[src/rtl/roe_sequencer_pkg.sv]
// ----------------------------------------------------------------------------
// roe_sequencer_pkg
// Shared definitions for the R.O.E. core control path: instruction field
// types, the sequencer state encoding and the default HALT encoding.
// ----------------------------------------------------------------------------
package roe_sequencer_pkg;

    localparam int unsigned INSTR_W = 9;

    // Instruction field types used by decode.
    typedef logic [2:0] op_code_t;
    typedef logic [2:0] func_code_t;

    // Sequencer state encoding (kept as plain constants for legacy tools).
    typedef logic [2:0] seq_state_t;
    localparam seq_state_t IDLE  = 3'd0;
    localparam seq_state_t FETCH = 3'd1;
    localparam seq_state_t EXEC  = 3'd2;
    localparam seq_state_t MEM   = 3'd3;
    localparam seq_state_t HALT  = 3'd4;

    // Instruction encoding that ends a program.
    localparam logic [INSTR_W-1:0] HALT_INSTR_DEFAULT = 9'h1FF;

endpackage

[src/rtl/roe_perf_cnt.sv]
// ----------------------------------------------------------------------------
// roe_perf_cnt
// 16-bit saturating event counter.
//   clk    : system clock, rising edge
//   reset  : asynchronous active-high clear
//   inc    : count one event this cycle
//   clr    : synchronous clear (wins over inc)
//   count  : current count, sticks at 16'hFFFF
// ----------------------------------------------------------------------------
module roe_perf_cnt (
    input  logic        clk,
    input  logic        reset,
    input  logic        inc,
    input  logic        clr,
    output logic [15:0] count
);

    logic [15:0] cnt_q, cnt_d;

    always_comb begin
        cnt_d = cnt_q;
        if (clr) begin
            cnt_d = 16'h0000;
        end else if (inc && (cnt_q != 16'hFFFF)) begin
            cnt_d = cnt_q + 16'd1;
        end
    end

    always_ff @(posedge clk or posedge reset) begin
        if (reset) begin
            cnt_q <= 16'h0000;
        end else begin
            cnt_q <= cnt_d;
        end
    end

    assign count = cnt_q;

endmodule

[src/rtl/roe_sequencer.sv]
// ----------------------------------------------------------------------------
// roe_sequencer
// Multi-cycle instruction sequencer: owns pc and ir and steps each
// instruction through FETCH, EXEC and an optional MEM wait. Side effects are
// released by a single commit strobe per retired instruction.
//
// Ports:
//   clk, reset     : clock (rising edge), asynchronous active-high reset
//   start          : pulse, begins execution at START_PC from IDLE or HALT
//   instr          : ROM data at pc (sampled in FETCH)
//   is_mem_op      : decode says ir is a load/store
//   branch_taken   : ALU branch result for ir (used in EXEC)
//   branch_target  : absolute branch destination (used in EXEC)
//   mem_ack        : data memory completed the access (used in MEM)
//   pc, ir         : program counter, instruction register
//   mem_req        : registered data-memory request
//   commit         : retire strobe for reg_write / mem_write
//   busy, done     : in FETCH/EXEC/MEM, in HALT
//   cycle_cnt, retire_cnt : perf counters, only with ROE_SEQ_PERF_EN
//
// Build option: define ROE_SEQ_PERF_EN to add the saturating perf counters.
// ----------------------------------------------------------------------------
module roe_sequencer
    import roe_sequencer_pkg::*;
#(
    parameter int unsigned        PC_W       = 10,
    parameter logic [PC_W-1:0]    START_PC   = '0,
    parameter logic [INSTR_W-1:0] HALT_INSTR = HALT_INSTR_DEFAULT
) (
    input  logic               clk,
    input  logic               reset,
    input  logic               start,
    input  logic [INSTR_W-1:0] instr,
    input  logic               is_mem_op,
    input  logic               branch_taken,
    input  logic [PC_W-1:0]    branch_target,
    input  logic               mem_ack,
    output logic [PC_W-1:0]    pc,
    output logic [INSTR_W-1:0] ir,
    output logic               mem_req,
    output logic               commit,
    output logic               busy,
`ifdef ROE_SEQ_PERF_EN
    output logic [15:0]        cycle_cnt,
    output logic [15:0]        retire_cnt,
`endif
    output logic               done
);

    seq_state_t         state_q, state_d;
    logic [PC_W-1:0]    pc_q, pc_d;
    logic [INSTR_W-1:0] ir_q, ir_d;
    logic               mem_req_q, mem_req_d;
    logic               start_ok;
    logic [PC_W-1:0]    pc_inc;

    // start only counts when the sequencer is not already running.
    assign start_ok = start && ((state_q == IDLE) || (state_q == HALT));
    // Natural wrap modulo 2^PC_W.
    assign pc_inc   = pc_q + PC_W'(1);

    always_comb begin
        state_d   = state_q;
        pc_d      = pc_q;
        ir_d      = ir_q;
        mem_req_d = mem_req_q;
        commit    = 1'b0;
        case (state_q)
            IDLE, HALT: begin
                if (start_ok) begin
                    pc_d    = START_PC;
                    state_d = FETCH;
                end
            end
            FETCH: begin
                ir_d    = instr;
                state_d = EXEC;
            end
            EXEC: begin
                if (ir_q == HALT_INSTR) begin
                    state_d = HALT;
                end else if (is_mem_op) begin
                    mem_req_d = 1'b1;
                    state_d   = MEM;
                end else begin
                    commit  = 1'b1;
                    pc_d    = branch_taken ? branch_target : pc_inc;
                    state_d = FETCH;
                end
            end
            MEM: begin
                if (mem_ack) begin
                    commit    = 1'b1;
                    mem_req_d = 1'b0;
                    pc_d      = pc_inc;
                    state_d   = FETCH;
                end
            end
            default: begin
                mem_req_d = 1'b0;
                state_d   = IDLE;
            end
        endcase
    end

    always_ff @(posedge clk or posedge reset) begin
        if (reset) begin
            state_q   <= IDLE;
            pc_q      <= START_PC;
            ir_q      <= '0;
            mem_req_q <= 1'b0;
        end else begin
            state_q   <= state_d;
            pc_q      <= pc_d;
            ir_q      <= ir_d;
            mem_req_q <= mem_req_d;
        end
    end

    assign pc      = pc_q;
    assign ir      = ir_q;
    assign mem_req = mem_req_q;
    assign busy    = (state_q == FETCH) || (state_q == EXEC) || (state_q == MEM);
    assign done    = (state_q == HALT);

`ifdef ROE_SEQ_PERF_EN
    roe_perf_cnt u_cycle_cnt (
        .clk   (clk),
        .reset (reset),
        .inc   (busy),
        .clr   (start_ok),
        .count (cycle_cnt)
    );

    roe_perf_cnt u_retire_cnt (
        .clk   (clk),
        .reset (reset),
        .inc   (commit),
        .clr   (start_ok),
        .count (retire_cnt)
    );
`endif

endmodule

[config.mk]
export PLATFORM = sky130hd
export DESIGN_NAME = roe_sequencer
export DESIGN_NICKNAME = d
export VERILOG_FILES = /design/src/rtl/roe_sequencer_pkg.sv /design/src/rtl/roe_perf_cnt.sv /design/src/rtl/roe_sequencer.sv
export SDC_FILE = /design/constraint.sdc
export NUM_CORES = 1
export LEC_CHECK = 0
export BUFFER_PORTS_ARGS = -buffer_cell sky130_fd_sc_hd__clkbuf_2
export CAP_MARGIN = 20
export CORE_AREA = 2 2 55 57
export CTS_BUF_LIST = sky130_fd_sc_hd__clkbuf_16
export DETAILED_ROUTE_END_ITERATION = 10
export DIE_AREA = 0 0 57 59
export PLACE_DENSITY = 0.73
export SETUP_SLACK_MARGIN = 0.4
export SYNTH_ARGS = -nofsm -noshare
export SYNTH_HDL_FRONTEND = slang
export SYNTH_SLANG_ARGS = --single-unit
[constraint.sdc]
create_clock -name clk -period 1.7 [get_ports clk]
set_input_delay 0.34 -clock clk [delete_from_list [all_inputs] [get_ports clk]]
set_output_delay 0.34 -clock clk [all_outputs]
set_load 0.02 [all_outputs]
==> results.txt <==
Worst Hold Class: input pin to async pin
H-Tree Depth: 1
Grt ovf: 0
Total Power: 3.98 mW
Slew @ Worst Pin: 0.301 ns
Clock root cell: clkbuf_16
Worst Skew: 0.00286 ns
Clock latency on the worst-skew pair: 0.26 ns
Initial antenna violation count: 0
CTS buffer count: 3
FF-to-FF End: pc[0]$_DFFE_PP0P_
Top post-synthesis cells by area: dfrtp_1 (44%), mux2_2 (7.8%), o21ai_1 (5.0%), nor2_1 (3.8%), nand3_1 (3.5%)
Final antenna-violating net count: 0
Worst-path clk slew: 0.06 ns
First DRT Iteration DRCs: 45
Post-layout min period: 1.76 ns
Max clock buf depth: 2
Reg2Reg Depth: 7
Syn Std Cell Area: 0.00130 mm²
Seq/Total Area, Yosys: 44.4%
Core ar.: 0.00271 mm²
YS warnings: 0
CTS tree: built
Switching Power: 1.68 mW
IO Count: 48
Sequential share of power: 28.6%
Fin crit share: 104%
Number of inserted diodes: 0
Routability Congestion: 0.811
Max Cap Violations: 0
Commonest non-fill, non-tap cell in the layout: clkbuf_2
WP data arrival: 1.42 ns
Detailed placer's ending HPWL: 2400 µm
Number of global-route vias before repair: 1383
Final Worst Setup Slack: -0.0628 ns
Crit path capture type: output pin
Commonest non-fill, non-tap cells in the layout: clkbuf_2 (41), buf_4 (17), dfrtp_2 (15), o21ai_1 (12), nor2_1 (10)
WHS: 0.0976 ns
Via density: 5.67
Critical path data required time: 1.36 ns
Critical setup path kind: flop to output pin
Post-synthesis cell type count: 32
Outcome: finished, violations left
Sw Share: 42.2%
DRT Pass-1 Iters: 4
First-pass GRT wire length: 5840 µm
Avg Cell Area, Syn: 9.53 µm²
Routed vias: 1326
Tot GR Track Use: 22.8%
Crit path max fanout: 6
Clock power frac: 13.1%
RSZ-0062 raised after global routing: yes
Net count after synthesis: 162
Die W: 57 µm
Largest area contributor in the netlist: dfrtp_1
# setup viols final: 1
Layout Cells excl Fill: 234
Final Max Slew Viols: 0
Row count: 19
Rel. slew slack: 80.0%
Top cell type's share of synthesized area: 44.4%
Avg WL per Cell: 16.1 µm
WL final: 3780 µm
Worst R2R Setup Slack: 0.13 ns
Power Dens Cells: 1970 mW/mm²
Failing checks: setup timing
Hold Violations, Final: 0
Yosys reg bits: 23
DRC Markers: 0
Startpoint types: flop
Filler cell count: 193
# hold bufs at CTS: 0
Syn Inst Count: 136
Full die area: 0.00336 mm²
Worst r2r src: state_q[0]$_DFFE_PP0P_
PortBufs: 47
Largest net degree at the start of global routing: 24
Die height: 59 µm
P&R area growth vs syn: 56.3%
# clock sinks: 23
Final #Nets: 230
Internal power: 2.30 mW
Gate power share: 58.3%
VDD IR-drop max: 0.00156 V
Share of post-route cells with drive strength above 1: 60.1%
Fmax: 567 MHz
Starting density of the core: 47.8%
Leak Pwr: 0.955 nW
# placed instances: 217
-- layout make-up --
class	count	area [µm²]	share of cell area [%]
inverters	4	20.0	0.988
well taps	31	38.8	1.91
flip-flops and latches	23	594	29.3
clock buffers	3	75.1	3.71
multi-input cells	101	796	39.3
clock inverters	1	5.00	0.247
repair buffers	71	497	24.5
-- stage by stage --
stage	TNS [ns]	setup slack [ns]	cell area [µm²]	utilization, %
5_1_grt	-0.104	-0.0919	2030	74.7
4_1_cts	-0.0351	-0.0351	1940	71.5
3_5_place_dp	0	0.0477	1670	61.6
3_3_place_gp	0	0.109	1670	61.6
6_report	-0.0628	-0.0628	2030	74.7
2_1_floorplan	0	0.264	1380	-
-- metal layers --
layer	GRT usage (%)	up-vias	share of wire, %
met2	41.2	45	53
met3	5.90	8	5.0
li1	-	621	-
met5	0	-	0
met4	12.6	0	1.8
met1	24.2	652	40
-- cells by family after synthesis --
group           after synthesis  synth area share (%)
simple gates                 53                  21.4
compound gates               36                  17.7
flops                        23                  44.4
buf+inv                      12                  6.18
mux                          11                  9.36
fa+ha+maj                     1                 0.965
-- Yosys cell counts --
library cell / count
a21oi_1: 7
nor3_1: 3
nor4_2: 1
or2_1: 1
buf_2: 4
nand2_1: 9
a22o_1: 2
ha_1: 1
a22oi_1: 2
nor2b_1: 2
o21ai_2: 1
o21ai_1: 13
a31oi_1: 3
o31ai_2: 2
nand4_1: 1
mux2i_1: 2
o21bai_1: 1
dfrtp_1: 23
nor2_1: 13
nor4_1: 2
mux2_2: 9
and2_1: 2
o21ai_0: 2
o2bb2ai_1: 2
buf_6: 4
nand2b_1: 3
o31a_1: 1
inv_1: 4
nor3b_1: 2
nor2b_4: 1
and3_1: 4
nand3_1: 9
-- registers in the layout, indices dropped and copies added (netlist names) --
register / count
mem_req: 1
state_q: 3
pc: 10
ir: 9
-- power by group through the flow --
stage          Clock [mW]  Sequential [mW]  Combinational (mW)
6_report            0.522             1.14                2.32
3_3_place_gp            0             1.09                1.66
4_1_cts             0.532             1.12                2.05
3_5_place_dp            0             1.12                1.69
2_1_floorplan           0             1.32                1.00
5_1_grt             0.555             1.17                2.48
-- critical path, cell delays in order (launching register included) --
cell and delay, ns:
dfrtp_2 0.47, and2_4 0.19, o21ai_2 0.06, or2_4 0.26, inv_6 0.05, clkbuf_8 0.13
-- how the worst max path moves through the flow --
| stage | from | to |
|---|---|---|
| 2_1_floorplan | ir[8]$_DFFE_PP0P_ | commit |
| 3_3_place_gp | state_q[0]$_DFFE_PP0P_ | commit |
| 3_5_place_dp | state_q[0]$_DFFE_PP0P_ | commit |
| 4_1_cts | ir[2]$_DFFE_PP0P_ | commit |
| 5_1_grt | state_q[0]$_DFFE_PP0P_ | commit |
| 6_report | state_q[0]$_DFFE_PP0P_ | commit |
-- what timing repair did --
| item | 4_1_cts | 5_1_grt |
|---|---|---|
| setup endpoints to repair | 22 | 29 |
| gates cloned | 0 | 1 |
| buffers inserted | 10 | 2 |
| gates resized for setup | 24 | 19 |
| hold endpoints to repair | 0 | 0 |
| pin swaps | 6 | 3 |
Power figures use the tool's default switching activity.
